`src/rtl/bundle_mapper_pkg.sv`:
```
// Shared types for the bundle stride mapper.
// Contents:
//   state_e     - controller states (idle, operand streaming, kernel wait, result write)
//   mode_e      - request mode: MODE_PAIR bundles hva and hvb, MODE_RANGE bundles hva..hvb at the HV stride
//   log2_stride - exponent of a power-of-two stride, evaluated at elaboration time
package bundle_mapper_pkg;

  typedef enum logic [1:0] {
    S_IDLE   = 2'd0,
    S_STREAM = 2'd1,
    S_WAIT   = 2'd2,
    S_WRITE  = 2'd3
  } state_e;

  typedef enum logic {
    MODE_PAIR  = 1'b0,
    MODE_RANGE = 1'b1
  } mode_e;

  // Exponent of a power-of-two stride (1 -> 0, 4 -> 2, ...).
  function automatic int unsigned log2_stride(input int unsigned stride);
    int unsigned r;
    r = 32'd0;
    for (int unsigned i = 32'd0; i < 32'd32; i++) begin
      if ((stride >> i) == 32'd1) begin
        r = i;
      end else begin
        r = r;
      end
    end
    return r;
  endfunction

endpackage

```
`src/rtl/bundle_stride_mapper_hv_read_fifo.sv`:
```
// hv_read_fifo: synchronous skid FIFO holding RAM read returns until the bundle kernel takes them.
// Ports:
//   clk, reset         - clock, synchronous active-high reset (reset empties the FIFO)
//   push, push_data    - write one word (ignored when full and not popping in the same cycle)
//   pop                - remove head word (ignored when empty)
//   head               - current head word (meaningful only while count != 0)
//   count              - number of stored words
module hv_read_fifo #(
  parameter int DATA_WIDTH  = 32,
  parameter int DEPTH       = 4,
  parameter int COUNT_WIDTH = $clog2(DEPTH) + 1
) (
  input  logic                   clk,
  input  logic                   reset,
  input  logic                   push,
  input  logic [DATA_WIDTH-1:0]  push_data,
  input  logic                   pop,
  output logic [DATA_WIDTH-1:0]  head,
  output logic [COUNT_WIDTH-1:0] count
);

  localparam int PW = $clog2(DEPTH);

  logic [DATA_WIDTH-1:0]  mem_r [DEPTH];
  logic [PW-1:0]          wr_ptr_r;
  logic [PW-1:0]          rd_ptr_r;
  logic [COUNT_WIDTH-1:0] count_r;
  logic                   pop_ok_s;
  logic                   push_ok_s;

  assign pop_ok_s  = pop && (count_r != {COUNT_WIDTH{1'b0}});
  assign push_ok_s = push && ((count_r != COUNT_WIDTH'(DEPTH)) || pop_ok_s);

  // Pointer and occupancy bookkeeping.
  always_ff @(posedge clk) begin
    if (reset) begin
      wr_ptr_r <= {PW{1'b0}};
      rd_ptr_r <= {PW{1'b0}};
      count_r  <= {COUNT_WIDTH{1'b0}};
    end else begin
      if (push_ok_s) begin
        wr_ptr_r <= wr_ptr_r + PW'(1);
      end
      if (pop_ok_s) begin
        rd_ptr_r <= rd_ptr_r + PW'(1);
      end
      case ({push_ok_s, pop_ok_s})
        2'b10:   count_r <= count_r + COUNT_WIDTH'(1);
        2'b01:   count_r <= count_r - COUNT_WIDTH'(1);
        default: count_r <= count_r;
      endcase
    end
  end

  // Storage array; contents need no reset since occupancy gates every read.
  always_ff @(posedge clk) begin
    if (push_ok_s) begin
      mem_r[wr_ptr_r] <= push_data;
    end
  end

  assign head  = mem_r[rd_ptr_r];
  assign count = count_r;

endmodule

```
`src/rtl/bundle_stride_mapper.sv`:
```
// bundle_stride_mapper: streams N operand HV words per word offset from the HV RAM to the bundle kernel
// and writes each bundled result word back to the destination HV.
// Ports:
//   clk, reset                      - clock, synchronous active-high reset
//   valid, hva, hvb, hvc,
//   word_count, mode                - request (captured in S_IDLE when valid & k_ready)
//   we_n, address, data_wr, data_rd - single RAM port; data_rd returns the cycle after address is presented
//   done, error                     - idle/complete flag, one-cycle reject pulse
//   k_valid, k_first, k_last,
//   k_data_in, k_ready              - operand beat stream to the kernel
//   k_data_out, k_done              - bundled result from the kernel
module bundle_stride_mapper
  import bundle_mapper_pkg::*;
#(
  parameter int HV_DATA_WIDTH          = 32,
  parameter int HV_ADDRESS_WIDTH       = 20,
  parameter int MAX_HYPERVECTOR_LENGTH = 4,
  parameter int READ_FIFO_DEPTH        = 4
) (
  input  logic                        clk,
  input  logic                        reset,
  input  logic                        valid,
  input  logic [HV_ADDRESS_WIDTH-1:0] hva,
  input  logic [HV_ADDRESS_WIDTH-1:0] hvb,
  input  logic [HV_ADDRESS_WIDTH-1:0] hvc,
  input  logic [HV_ADDRESS_WIDTH-1:0] word_count,
  input  logic                        mode,
  output logic                        we_n,
  output logic [HV_ADDRESS_WIDTH-1:0] address,
  output logic [HV_DATA_WIDTH-1:0]    data_wr,
  input  logic [HV_DATA_WIDTH-1:0]    data_rd,
  output logic                        done,
  output logic                        error,
  output logic                        k_valid,
  output logic                        k_first,
  output logic                        k_last,
  output logic [HV_DATA_WIDTH-1:0]    k_data_in,
  input  logic [HV_DATA_WIDTH-1:0]    k_data_out,
  input  logic                        k_ready,
  input  logic                        k_done
);

  localparam int AW          = HV_ADDRESS_WIDTH;
  localparam int DW          = HV_DATA_WIDTH;
  localparam int CW          = $clog2(READ_FIFO_DEPTH) + 1;
  localparam int STRIDE_LOG2 = int'(log2_stride(MAX_HYPERVECTOR_LENGTH));
  localparam logic [AW-1:0] ZERO_A      = {AW{1'b0}};
  localparam logic [AW-1:0] ONE_A       = AW'(1);
  localparam logic [AW-1:0] TWO_A       = AW'(2);
  localparam logic [AW-1:0] MAX_A       = AW'(MAX_HYPERVECTOR_LENGTH);
  localparam logic [AW-1:0] STRIDE_MASK = AW'(MAX_HYPERVECTOR_LENGTH - 1);

  state_e        state_r, state_s;
  mode_e         mode_r, mode_s;
  logic [AW-1:0] hva_r, hva_s, hvb_r, hvb_s, hvc_r, hvc_s, wc_r, wc_s;
  logic [AW-1:0] n_r, n_s, w_r, w_s, issued_r, issued_s, beat_r, beat_s;
  logic          rd_p1_r, rd_p1_s, rd_p2_r, rd_p2_s;
  logic          we_n_r, we_n_s, done_r, done_s, error_r, error_s;
  logic [AW-1:0] address_r, address_s;
  logic [DW-1:0] data_wr_r, data_wr_s;

  logic [AW-1:0] diff_s, req_n_s, op_base_s, rd_addr_s;
  logic          bad_req_s, issue_ok_s, k_valid_s, fifo_pop_s;
  logic [CW-1:0] fifo_count_s;
  logic [CW:0]   occupancy_s;
  logic [DW-1:0] fifo_head_s;

  // rd_p2_r marks the cycle data_rd is valid, so the returned word goes straight into the FIFO.
  hv_read_fifo #(
    .DATA_WIDTH (DW),
    .DEPTH      (READ_FIFO_DEPTH),
    .COUNT_WIDTH(CW)
  ) u_read_fifo (
    .clk      (clk),
    .reset    (reset),
    .push     (rd_p2_r),
    .push_data(data_rd),
    .pop      (fifo_pop_s),
    .head     (fifo_head_s),
    .count    (fifo_count_s)
  );

  // Request validation and operand count for the incoming request.
  always_comb begin
    diff_s    = hvb - hva;
    bad_req_s = 1'b0;
    if ((word_count == ZERO_A) || (word_count > MAX_A)) begin
      bad_req_s = 1'b1;
    end else if ((mode_e'(mode) == MODE_RANGE) &&
                 ((hvb < hva) || ((diff_s & STRIDE_MASK) != ZERO_A))) begin
      bad_req_s = 1'b1;
    end else begin
      bad_req_s = 1'b0;
    end
    if (mode_e'(mode) == MODE_RANGE) begin
      req_n_s = (diff_s >> STRIDE_LOG2) + ONE_A;
    end else begin
      req_n_s = TWO_A;
    end
  end

  // Read address of the next operand to fetch at the current word offset.
  always_comb begin
    if (mode_r == MODE_PAIR) begin
      if (issued_r == ZERO_A) begin
        op_base_s = hva_r;
      end else begin
        op_base_s = hvb_r;
      end
    end else begin
      op_base_s = hva_r + (issued_r << STRIDE_LOG2);
    end
    rd_addr_s = op_base_s + w_r;
  end

  // Words already buffered plus words still in the RAM pipeline must never exceed the FIFO depth.
  assign occupancy_s = {1'b0, fifo_count_s} + (CW + 1)'(rd_p1_r) + (CW + 1)'(rd_p2_r);
  assign issue_ok_s  = (state_r == S_STREAM) && (issued_r < n_r) &&
                       (occupancy_s < (CW + 1)'(READ_FIFO_DEPTH));
  assign k_valid_s   = (state_r == S_STREAM) && (fifo_count_s != {CW{1'b0}});

  // Next-state and next-output computation.
  always_comb begin
    state_s    = state_r;
    mode_s     = mode_r;
    hva_s      = hva_r;
    hvb_s      = hvb_r;
    hvc_s      = hvc_r;
    wc_s       = wc_r;
    n_s        = n_r;
    w_s        = w_r;
    issued_s   = issued_r;
    beat_s     = beat_r;
    rd_p1_s    = 1'b0;
    rd_p2_s    = rd_p1_r;
    we_n_s     = 1'b1;
    address_s  = address_r;
    data_wr_s  = data_wr_r;
    done_s     = done_r;
    error_s    = 1'b0;
    fifo_pop_s = 1'b0;
    case (state_r)
      S_IDLE: begin
        if (valid && k_ready) begin
          if (bad_req_s) begin
            error_s = 1'b1;
          end else begin
            hva_s    = hva;
            hvb_s    = hvb;
            hvc_s    = hvc;
            wc_s     = word_count;
            mode_s   = mode_e'(mode);
            n_s      = req_n_s;
            w_s      = ZERO_A;
            issued_s = ZERO_A;
            beat_s   = ZERO_A;
            done_s   = 1'b0;
            state_s  = S_STREAM;
          end
        end else begin
          state_s = S_IDLE;
        end
      end
      S_STREAM: begin
        if (issue_ok_s) begin
          address_s = rd_addr_s;
          issued_s  = issued_r + ONE_A;
          rd_p1_s   = 1'b1;
        end else begin
          rd_p1_s = 1'b0;
        end
        if (k_valid_s && k_ready) begin
          fifo_pop_s = 1'b1;
          if (beat_r == (n_r - ONE_A)) begin
            beat_s  = ZERO_A;
            state_s = S_WAIT;
          end else begin
            beat_s = beat_r + ONE_A;
          end
        end else begin
          fifo_pop_s = 1'b0;
        end
      end
      S_WAIT: begin
        if (k_done) begin
          address_s = hvc_r + w_r;
          data_wr_s = k_data_out;
          we_n_s    = 1'b0;
          state_s   = S_WRITE;
        end else begin
          state_s = S_WAIT;
        end
      end
      S_WRITE: begin
        if ((w_r + ONE_A) < wc_r) begin
          w_s      = w_r + ONE_A;
          issued_s = ZERO_A;
          state_s  = S_STREAM;
        end else begin
          done_s  = 1'b1;
          state_s = S_IDLE;
        end
      end
      default: begin
        state_s = S_IDLE;
      end
    endcase
  end

  // State, request context and output registers.
  always_ff @(posedge clk) begin
    if (reset) begin
      state_r   <= S_IDLE;
      mode_r    <= MODE_PAIR;
      hva_r     <= ZERO_A;
      hvb_r     <= ZERO_A;
      hvc_r     <= ZERO_A;
      wc_r      <= ZERO_A;
      n_r       <= ZERO_A;
      w_r       <= ZERO_A;
      issued_r  <= ZERO_A;
      beat_r    <= ZERO_A;
      rd_p1_r   <= 1'b0;
      rd_p2_r   <= 1'b0;
      we_n_r    <= 1'b1;
      address_r <= {AW{1'b1}};
      data_wr_r <= {DW{1'b0}};
      done_r    <= 1'b1;
      error_r   <= 1'b0;
    end else begin
      state_r   <= state_s;
      mode_r    <= mode_s;
      hva_r     <= hva_s;
      hvb_r     <= hvb_s;
      hvc_r     <= hvc_s;
      wc_r      <= wc_s;
      n_r       <= n_s;
      w_r       <= w_s;
      issued_r  <= issued_s;
      beat_r    <= beat_s;
      rd_p1_r   <= rd_p1_s;
      rd_p2_r   <= rd_p2_s;
      we_n_r    <= we_n_s;
      address_r <= address_s;
      data_wr_r <= data_wr_s;
      done_r    <= done_s;
      error_r   <= error_s;
    end
  end

  assign we_n      = we_n_r;
  assign address   = address_r;
  assign data_wr   = data_wr_r;
  assign done      = done_r;
  assign error     = error_r;
  assign k_valid   = k_valid_s;
  assign k_first   = k_valid_s && (beat_r == ZERO_A);
  assign k_last    = k_valid_s && (beat_r == (n_r - ONE_A));
  assign k_data_in = fifo_head_s;

endmodule
```
`config.mk`:
```
export PLATFORM = sky130hd
export DESIGN_NAME = bundle_stride_mapper
export DESIGN_NICKNAME = d
export VERILOG_FILES = /design/src/rtl/bundle_mapper_pkg.sv /design/src/rtl/bundle_stride_mapper_hv_read_fifo.sv /design/src/rtl/bundle_stride_mapper.sv
export SDC_FILE = /design/constraint.sdc
export NUM_CORES = 1
export LEC_CHECK = 0
export BUFFER_PORTS_ARGS = -buffer_cell sky130_fd_sc_hd__buf_4
export CORE_UTILIZATION = 53
export DETAILED_ROUTE_END_ITERATION = 10
export GPL_ROUTABILITY_DRIVEN = 0
export PLACE_DENSITY_LB_ADDON = 0.25
export SLEW_MARGIN = 20
export SYNTH_ARGS = -nofsm -noshare
export SYNTH_HDL_FRONTEND = slang
export SYNTH_SLANG_ARGS = --single-unit
```
`constraint.sdc`:
```
create_clock -name clk -period 4.3 [get_ports clk]
set_input_delay 0.215 -clock clk [delete_from_list [all_inputs] [get_ports clk]]
set_output_delay 0.215 -clock clk [all_outputs]
set_load 0.03 [all_outputs]
```
## After elaboration in Yosys (flattened, before gate mapping)

Memory sizes are Yosys's and may differ from the RTL's. A register that Yosys moved wholly into a read port is not among the register bits.
Cells that the tools add are included.
Widths: inputs -> output; s select.

| operators by class | value |
|---|---|
| reductions and logical operators | 35 |
| bitwise logic cells | 5 |
| equality and inequality tests | 16 |
| $lt $le $gt $ge | 5 |
| add/subtract/negate cells | 15 |
| muxes and demuxes | 39 |

Operator list:

| cell | count |
|---|---|
| $mux 20 | 12 |
| $pmux 20 s2 | 3 |
| $add 20x1->20 const B | 3 |
| $add 20x20->20 | 3 |
| $logic_not 20->1 | 3 |
| $lt 20x20->1 | 3 |
| $pmux 20 s3 | 1 |
| $eq 20x20->1 | 1 |
| $gt 20x3->1 const B | 1 |
| $reduce_bool 20->1 | 1 |
| $sub 20x1->20 const B | 1 |
| $sub 20x20->20 | 1 |
| $add 18x1->19 const B | 1 |
| $mux 1 | 14 |
| $mux 2 | 6 |
| $ne 2x2->1 const B | 6 |
| $reduce_and 4->1 | 3 |
| $logic_and 1x1->1 | 10 |
| $reduce_and 3->1 | 3 |
| $pmux 2 s4 | 1 |
| $reduce_bool 2->1 | 4 |
| $eq 2x2->1 const B | 3 |
| $ne 3x3->1 const B | 2 |
| $pmux 3 s2 | 1 |
| other kinds (17) | 28 |

| storage, ports and cells | value |
|---|---|
| memories | 1 |
| flip-flop bits (word level) | 227 |
| bits of input ports | 150 |
| RAM bits | 128 |
| output and inout bits | 90 |

Memories:

| memory | depth | width | read ports | clocked after memory_dff | wr ports | line | text |
|---|---|---|---|---|---|---|---|
| u_read_fifo.mem_r | 4 | 32 | 1 | 1 | 1 | bundle_stride_mapper_hv_read_fifo.sv:24 | `logic [DATA_WIDTH-1:0] mem_r [DEPTH];` |

## Logic depth before layout (Yosys ltp)

Gate-level depths: netlist (run 1).

| logic depth | value |
|---|---|
| depth after elaboration | 10 |
| mapped depth | 22 |
| gate-level depth less buffers | 22 |

## By module

A second synthesis (run 1) with hierarchy kept.

| second synthesis, totals | value |
|---|---|
| cell total of the unflattened synthesis | 2,005 |
| area, all modules | 18,781.8 µm² |

By module, submodules not included:

| module | cells each | area each (µm²) | instances |
|---|---|---|---|
| bundle_stride_mapper | 1,783 | 13,674.4 | 1 |
| hv_read_fifo | 222 | 5,107.4 | 1 |

## Least setup slack after synthesis (run 1)

Ideal clock, no wire load.

| timing | value |
|---|---|
| path type | register to register |
| start point | register issued_r[1] |
| end point | register address_r[16] (netlist: address[16]) |
| clock period less this slack | 4.732 ns |
| arrival time | 4.613 ns |
| buffers on the path | 1 |
| path slack | -0.432 ns |
| cell stages (with the launch flop) | 22 |
| cells stage by stage | dfxtp_1 > inv_1 > ha_1 > nor4b_1 > nand3_1 > nor2_1 > clkbuf_1 > mux2i_1 > nor2_1 > a21oi_1 > o21ai_0 > ha_1 > o21ai_0 > a22o_1 > a311oi_1 > o21ai_0 > a21boi_0 > o221ai_1 > a211o_1 > xor2_1 > nor2_1 > a211o_1 |

| on the way | value |
|---|---|
| word-level cells in the longest chain between the ends | 6 |
| elaborated cells between the ends (all ways) | 12 |

Ends and longest elaborated chain:

| item | line | text |
|---|---|---|
| start, declared | bundle_stride_mapper.sv:56 | `logic [AW-1:0] n_r, n_s, w_r, w_s, issued_r, issued_s, beat_r, beat_s;` |
| start signal, assigned | bundle_stride_mapper.sv:239 | `issued_r <= issued_s;` |
| parallel branches: the longest is 6 deep, another holds $add 20x20->20 | -- |  |
| end signal, assigned | bundle_stride_mapper.sv:226 | `address_r <= {AW{1'b1}};` |
| end signal, assigned | bundle_stride_mapper.sv:244 | `address_r <= address_s;` |
| end, declared | bundle_stride_mapper.sv:59 | `logic [AW-1:0] address_r, address_s;` |

Several ways; the timed one is not identified. The select of a mux whose other input is x is not followed.
A chain may end at the register's enable or synchronous reset.

## Worst setup path after layout (run 1)

| timing | value |
|---|---|
| start point | register w_r[0] |
| end point | register issued_r[9] |

| on the way | value |
|---|---|
| word-level cells in the longest chain between the ends | 4 |

Ends and longest elaborated chain:

| item | line | text |
|---|---|---|
| start, declared | bundle_stride_mapper.sv:56 |  |
| start signal, assigned | bundle_stride_mapper.sv:238 | `w_r <= w_s;` |
| $add 20x1->20 | bundle_stride_mapper.sv:195 | `if ((w_r + ONE_A) < wc_r) begin` |
| $lt 20x20->1 | bundle_stride_mapper.sv:195 |  |
| $ne 2x2->1 (no source line) | -- |  |
| $reduce_and 5->1 (no source line) | -- |  |

No other way between the ends.

==> flow_summary_export.csv, run 1 <==
group,metric,value,unit
timing,final-setup-viol-count,0,
clock_tree,insertion_delay,0.54,ns
drt,drtPass1Iterations,7,
power_and_ir_drop,swShare,0.292,
logic_synthesis,ys_warn_count,0,
finish,num_antenna_cells,0,
run_status,status,"finished, final reports clean",
clock_tree,cts_tree,"done",
setup_path,arrival,4.57,ns
setup_path,r2r_end,"issued_r[9]",
logic_synthesis,synth.avg_cell_area,9.40,µm²
timing,fin_crit,4.14,ns
logic_synthesis,synth_top_area_frac,0.240,
power_and_ir_drop,sequentialPowerShare,0.410,
setup_path,reg2reg_setup_slack,0.16,ns
clock_tree,cts.path.max_buffers,3,
drt,wl_per_cell,18.3,µm
clock_tree,numCtsBuffers,38,
power_and_ir_drop,p_comb_frac,0.213,
clock_tree,htree_levels,2,
setup_path,required,4.73,ns
global_route,grtUsageTotal,0.287,
power_and_ir_drop,clkPwrFrac,0.377,
logic_synthesis,synth-seq-area-share,0.442,
logic_synthesis,yosysTopAreaCell,"dfxtp_1",
logic_synthesis,synthCells,2022,
setup_path,cp-end-kind,"flop",
finish,area_growth,28.2,%
hold_path,hp-class,"in -> reg",
timing,rsz0062_at_grt,"yes",
clock_tree,clkTransAtPathRegs,0.06,ns
drt,remaining_drc_errors,0,
floorplan,dieArea,36600,µm²
logic_synthesis,ys_top_cells_by_area,"dfxtp_1, edfxtp_1, ha_1",
clock_tree,cts-root-buf,"clkbuf_16",
drt,via_count,16600,
setup_path,reg2regPathDepth,19,
floorplan,ios,240,
drt,via_per_inst,5.73,
logic_synthesis,synth-main-ff-cell,"dfxtp_1",
floorplan,die_h,191,µm
floorplan,start_util,0.537,
timing,hold_viol,0,
finish,final_layout_size_suffix_gt1_frac,0.195,
timing,fin_skew,0.0190,ns
setup_path,cp-endpoint,"issued_r[9]",
finish,num-fill-cells,2643,
power_and_ir_drop,power.leakage,9.72,nW
finish,layout.nets,2676,
floorplan,num_rows,69,
logic_synthesis,synth_edf_count,128,
setup_path,start_kind,"flop",
finish,final_cells,2902,
logic_synthesis,ys_async_sr_fraction,0,
setup_path,crit_start,"w_r[0]",
power_and_ir_drop,pwr_density_cell,370,nW/µm²
timing,post-route-period-util,0.963,
global_route,met2_usage,0.483,
power_and_ir_drop,p_switching,2.64,mW
drt,drt_iter0_drc,1157,
placement,place_inst,2703,
global_route,antenna_found_initial,0,
global_route,grt_pass1_wl,83300,µm
placement,hpwl,37200,µm
timing,final.setup.worst_slack,0.159,ns
global_route,use_met3,0.0450,
setup_path,critPathKind,"reg -> reg",
timing,final_max_slew_viol_count,0,
power_and_ir_drop,internal_power,6.39,mW
drt,wirelength,53100,µm
drt,postRouteAntennaNets,0,
timing,tightest_slew,1.01,ns
floorplan,chipWidth,191,µm
logic_synthesis,synth.cell_area,19000,µm²
clock_tree,cts_sinks,356,
power_and_ir_drop,ir_worst_vdd,0.311,mV
timing,relSlewSlack,0.324,
logic_synthesis,synth_seq_cells,356,
timing,fmax,0.241,GHz
global_route,grt-ovfl-total,0,
placement,pre_cts_slack,0.0572,ns
global_route,top_usage_layer,"met2",
global_route,grt_use_met1,0.360,
setup_path,reg2reg_from,"w_r[0]",
placement,numPortBuffers,239,
global_route,grt_pass1_vias,16300,
flow_run,maxCapViolations,0,
setup_path,worstPathMaxFanout,22,
logic_synthesis,yosys.cell_types.count,80,
logic_synthesis,synth_nets,2287,
floorplan,core_area,35400,µm²
global_route,grt_max_degree,98,
[worst min path at each step]
| stage | cells past startpoint | from | slack [ns] | end |
|---|---|---|---|---|
| global route | 3 | hva[1] | 0.03 | hva_r[1] |
| finish | 3 | hvb[5] | 0.02 | hvb_r[5] |
| CTS | 3 | hva[6] | 0.003 | hva_r[6] |
| global placement | 1 | data_rd[3] | 0.42 | u_read_fifo.mem_r[0][3] |
| detailed placement | 1 | data_rd[19] | 0.42 | u_read_fifo.mem_r[2][19] |
| floorplan | 0 | data_rd[0] | 0.31 | u_read_fifo.mem_r[0][0] |
[cell usage after synthesis, drive strengths merged, types with 4 or more instances]
cell type / number
nor3: 64
o221ai: 4
ha: 111
a21oi: 192
and3b: 6
xor2: 56
nor4: 21
o21a: 9
o31ai: 9
nand4: 29
edfxtp: 128
clkbuf: 64
o21ai: 65
nand3: 52
buf: 31
a41oi: 4
o21bai: 7
nor2: 143
xnor2: 85
and2: 17
a21o: 23
nand2b: 15
nor2b: 14
inv: 115
dfxtp: 228
or2: 7
or3: 14
a22o: 17
a211o: 22
a211oi: 18
o211ai: 10
mux2i: 28
mux4: 32
fa: 4
nor3b: 7
nand2: 284
and3: 25
a31oi: 12
[final cells by class]
type | instances | area (µm²) | share of cell area
Clock buffer | 44 | 1010 | 0.0416
Sequential cell | 356 | 8410 | 0.345
Timing Repair Buffer | 444 | 3700 | 0.152
Multi-Input combinational cell | 1455 | 9930 | 0.408
Inverter | 116 | 435 | 0.0179
Clock inverter | 26 | 299 | 0.0123
Tap cell | 461 | 577 | 0.0237
[layer usage]
metal | wire [µm] | vias to the layer above | share of wire
met5 | 0 | - | 0
met4 | 2390 | 0 | 0.045
met3 | 3600 | 136 | 0.068
met2 | 24900 | 651 | 0.47
met1 | 22100 | 7869 | 0.42
li1 | - | 7974 | -
[cells by family after synthesis]
group           after synthesis  share of synthesized area
simple gates                712                      0.177
fa+ha+maj                   115                     0.0773
buf+inv                     211                     0.0438
mux                          63                     0.0544
compound gates              424                      0.140
flops                       356                      0.442
xor+xnor                    141                     0.0650
[per-stage QoR]
stage          hold slack (ns)  area (µm²)  TNS [ns]  utilization  power [mW]
2_1_floorplan            0.314       19000         0            -        4.86
3_3_place_gp             0.416       21600         0        0.611        5.51
3_5_place_dp             0.421       21600         0        0.611        5.54
4_1_cts                0.00263       24200         0        0.684        9.03
5_1_grt                 0.0257       24400    -0.433        0.688        9.36
6_report                0.0228       24400         0        0.688        9.03
[sequential cells by signal, summed over array words and instances (netlist names), named ones only]
signal / cells
state_r: 2
data_wr: 32
rd_p2_r: 1
rd_p1_r: 1
error: 1
hvc_r: 20
w_r: 20
u_read_fifo.wr_ptr_r: 2
address: 20
mode_r: 1
u_read_fifo.count: 3
u_read_fifo.mem_r: 128
done: 1
we_n: 1
hvb_r: 20
issued_r: 20
n_r: 19
hva_r: 20
wc_r: 20
beat_r: 20
u_read_fifo.rd_ptr_r: 2
[power groups by stage]
stage | logic [mW] | registers, mW | clock network, mW
2_1_floorplan | 0.873 | 3.99 | 0
3_3_place_gp | 1.74 | 3.76 | 0
3_5_place_dp | 1.77 | 3.77 | 0
4_1_cts | 1.87 | 3.70 | 3.47
5_1_grt | 2.05 | 3.71 | 3.60
6_report | 1.92 | 3.70 | 3.41
[critical path: stages (launching register included)]
cell      delay [ns]
dfxtp_1         0.33
buf_4           0.16
ha_1            0.17
nand3_1         0.12
nor2_2          0.13
and3_1          0.18
and3_1          0.19
buf_4           0.15
nand3_1         0.12
xnor2_2         0.20
ha_1            0.33
a211oi_2        0.26
nand2_1         0.10
a311o_1         0.33
a41o_1          0.25
a211o_1         0.30
buf_12          0.18
nor4_4          0.31
xnor2_1         0.18
nor2_2          0.05
[cells in the final DEF (no fill, tap or decap), drive strengths merged, types with 7 or more instances in the layout]
cell type    netlist  layout
and3              25      25
nor4              21      21
nor2             143     143
clkinv             1      10
o21ai             65      65
nor3b              7       7
xnor2             85      85
nand4             29      29
nor3              64      64
or3               14      14
clkinvlp           0       8
clkbuf            64      44
o21a               9       9
a211oi            18      18
o21bai             7       7
mux2i             28      28
ha               111     111
o211ai            10      10
nor2b             14      14
a22o              17      17
xor2              56      56
a21o              23      23
inv              115     119
or2                7       7
a31oi             12      12
nand2            284     284
a211o             22      22
and2              17      17
dlygate4sd3        0     124
buf               31     320
a21oi            192     192
edfxtp           128     128
o31ai              9       9
nand3             52      52
nand2b            15      15
mux4              32      32
dfxtp            228     228
[what timing repair did]
action                     CTS  global route
hold endpoints to repair   220             0
setup endpoints to repair    0            39
hold buffers               124             0
setup buffers                0             5
gates resized for setup      0            33
Note: power is estimated with default switching activity, not from simulation.
==> inputs of run 2 (changes only) <==
--- a/config.mk
+++ b/config.mk
@@ -10,6 +10,7 @@
 export DETAILED_ROUTE_END_ITERATION = 10
 export GPL_ROUTABILITY_DRIVEN = 0
 export PLACE_DENSITY_LB_ADDON = 0.25
+export SETUP_SLACK_MARGIN = 0.2
 export SLEW_MARGIN = 20
 export SYNTH_ARGS = -nofsm -noshare
 export SYNTH_HDL_FRONTEND = slang
==> flow_summary_export.csv, run 2 (same netlist as run 1, synthesis figures left out) <==
group,metric,value,unit
run_status,status,"finished, final reports clean",
drt,drtPass1Iterations,6,
setup_path,worstPathMaxFanout,6,
power_and_ir_drop,internal_power,6.60,mW
clock_tree,cts_tree,"done",
finish,layout.nets,2675,
timing,final-setup-viol-count,0,
timing,tightest_slew,1.03,ns
power_and_ir_drop,pwr_density_cell,374,nW/µm²
global_route,grt_pass1_wl,84200,µm
drt,drt_iter0_drc,1339,
setup_path,start_kind,"flop",
clock_tree,htree_levels,2,
finish,largest_reg_flops,128,
drt,wl_per_cell,18.6,µm
setup_path,critPathKind,"reg -> reg",
power_and_ir_drop,ir_worst_vdd,0.344,mV
floorplan,ios,240,
clock_tree,numCtsBuffers,38,
timing,rsz0062_at_grt,"yes",
hold_path,hp-class,"in -> reg",
power_and_ir_drop,swShare,0.290,
setup_path,required,4.71,ns
finish,layout_commonest_cell,"buf_4",
power_and_ir_drop,power.leakage,9.82,nW
floorplan,core_area,35400,µm²
floorplan,die_h,191,µm
placement,pre_cts_slack,-0.0422,ns
timing,fin_crit,4.08,ns
timing,fin_skew,0.0148,ns
setup_path,arrival,4.49,ns
floorplan,num_rows,69,
global_route,antenna_found_initial,0,
timing,hold_viol,0,
floorplan,chipWidth,191,µm
timing,post-route-period-util,0.949,
global_route,grt-ovfl-total,0,
clock_tree,cts_sinks,356,
floorplan,dieArea,36600,µm²
power_and_ir_drop,clkPwrFrac,0.372,
drt,remaining_drc_errors,0,
placement,numPortBuffers,239,
flow_run,maxCapViolations,0,
power_and_ir_drop,sequentialPowerShare,0.398,
power_and_ir_drop,p_comb_frac,0.230,
finish,final_layout_size_suffix_gt1_frac,0.220,
drt,via_count,16900,
global_route,grt_pass1_vias,16400,
drt,via_per_inst,5.82,
power_and_ir_drop,p_switching,2.69,mW
placement,place_inst,2681,
finish,area_growth,30.6,%
placement,hpwl,36200,µm
clock_tree,insertion_delay,0.54,ns
power_and_ir_drop,total_power,9.29,mW
floorplan,start_util,0.537,
finish,num-fill-cells,2549,
clock_tree,cts-root-buf,"clkbuf_16",
drt,wirelength,54000,µm
setup_path,cp-end-kind,"flop",
clock_tree,cts.path.max_buffers,3,
drt,postRouteAntennaNets,0,
finish,num_antenna_cells,0,
timing,final_max_slew_viol_count,0,
global_route,grt_max_degree,97,
timing,relSlewSlack,0.315,
timing,fmax,0.245,GHz
finish,final_cells,2898,
global_route,grtUsageTotal,0.289,
finish,largest_register,"u_read_fifo.mem_r",
finish,final_cell_mix,"buf_4, nand2_1, dfxtp_1, a21oi_1, nor2_1",
timing,final.setup.worst_slack,0.218,ns
clock_tree,clkTransAtPathRegs,0.06,ns
timing,setup_tns,0,ns
## run 2: repair_timing
action                                 4_1_cts  5_1_grt
pin swaps                                   26       55
setup buffers                               11       13
hold buffers                               121        0
setup endpoints to repair                   36       31
cloned                                       2        3
resized for setup                           35       96
endpoints found under the hold margin      217        0
## run 2: through the flow
stage | area (µm²) | hold WS (ns) | util
floorplan | 19100 | 0.314 | -
global placement | 21500 | 0.416 | 0.608
detailed placement | 21500 | 0.419 | 0.608
CTS | 24300 | 0.00113 | 0.688
global route | 24800 | 0.0209 | 0.702
finish | 24800 | 0.0319 | 0.702
## run 2: path summary, 6_finish.rpt
| kind | startpoint | slack (ns) | to | depth (start not counted) |
|---|---|---|---|---|
| worst max-delay path | w_r[1] | 0.22 | issued_r[13] | 19 |
| worst min-delay path | hva[10] | 0.03 | hva_r[10] | 3 |
| worst max register to register | w_r[1] | 0.22 | issued_r[13] | 19 |
| worst min register to register | wc_r[17] | 0.45 | wc_r[17] | 2 |
## run 2: critical path, cell delays in order, from the launching register on
cell      delay (ns)
dfxtp_4         0.37
and3_4          0.18
and3_4          0.19
and3_4          0.18
and3_4          0.20
nand3_4         0.11
inv_4           0.10
nand3_4         0.10
xnor2_4         0.22
ha_4            0.23
a21o_1          0.16
a211oi_2        0.25
nand2_1         0.09
a311o_1         0.31
a41o_1          0.25
a211o_4         0.40
buf_12          0.17
o21bai_4        0.21
buf_6           0.18
a21oi_2         0.04
## run 2: layer usage
metal / wire length (µm) / GRT usage / vias up
li1: - / - / 7976
met4: 2380 / 0.137 / 0
met2: 25300 / 0.476 / 690
met3: 3610 / 0.0444 / 162
met5: 0 / 0 / -
met1: 22700 / 0.373 / 8024
## run 2: area by class of cell
class | instances | area (µm²) | share of cell area
well taps | 461 | 577 | 0.0232
inverters | 116 | 440 | 0.0177
clock inverters | 16 | 210 | 0.00847
multi-input cells | 1455 | 10300 | 0.416
repair buffers | 443 | 3730 | 0.150
flip-flops and latches | 356 | 8430 | 0.339
clock buffers | 51 | 1110 | 0.0448
## run 2: power by group through the flow
| stage | clock network (mW) | registers [mW] | logic (mW) |
|---|---|---|---|
| 2_1_floorplan | 0 | 3.99 | 0.879 |
| 3_3_place_gp | 0 | 3.76 | 1.71 |
| 3_5_place_dp | 0 | 3.77 | 1.74 |
| 4_1_cts | 3.50 | 3.70 | 1.97 |
| 5_1_grt | 3.63 | 3.71 | 2.26 |
| 6_report | 3.45 | 3.70 | 2.14 |
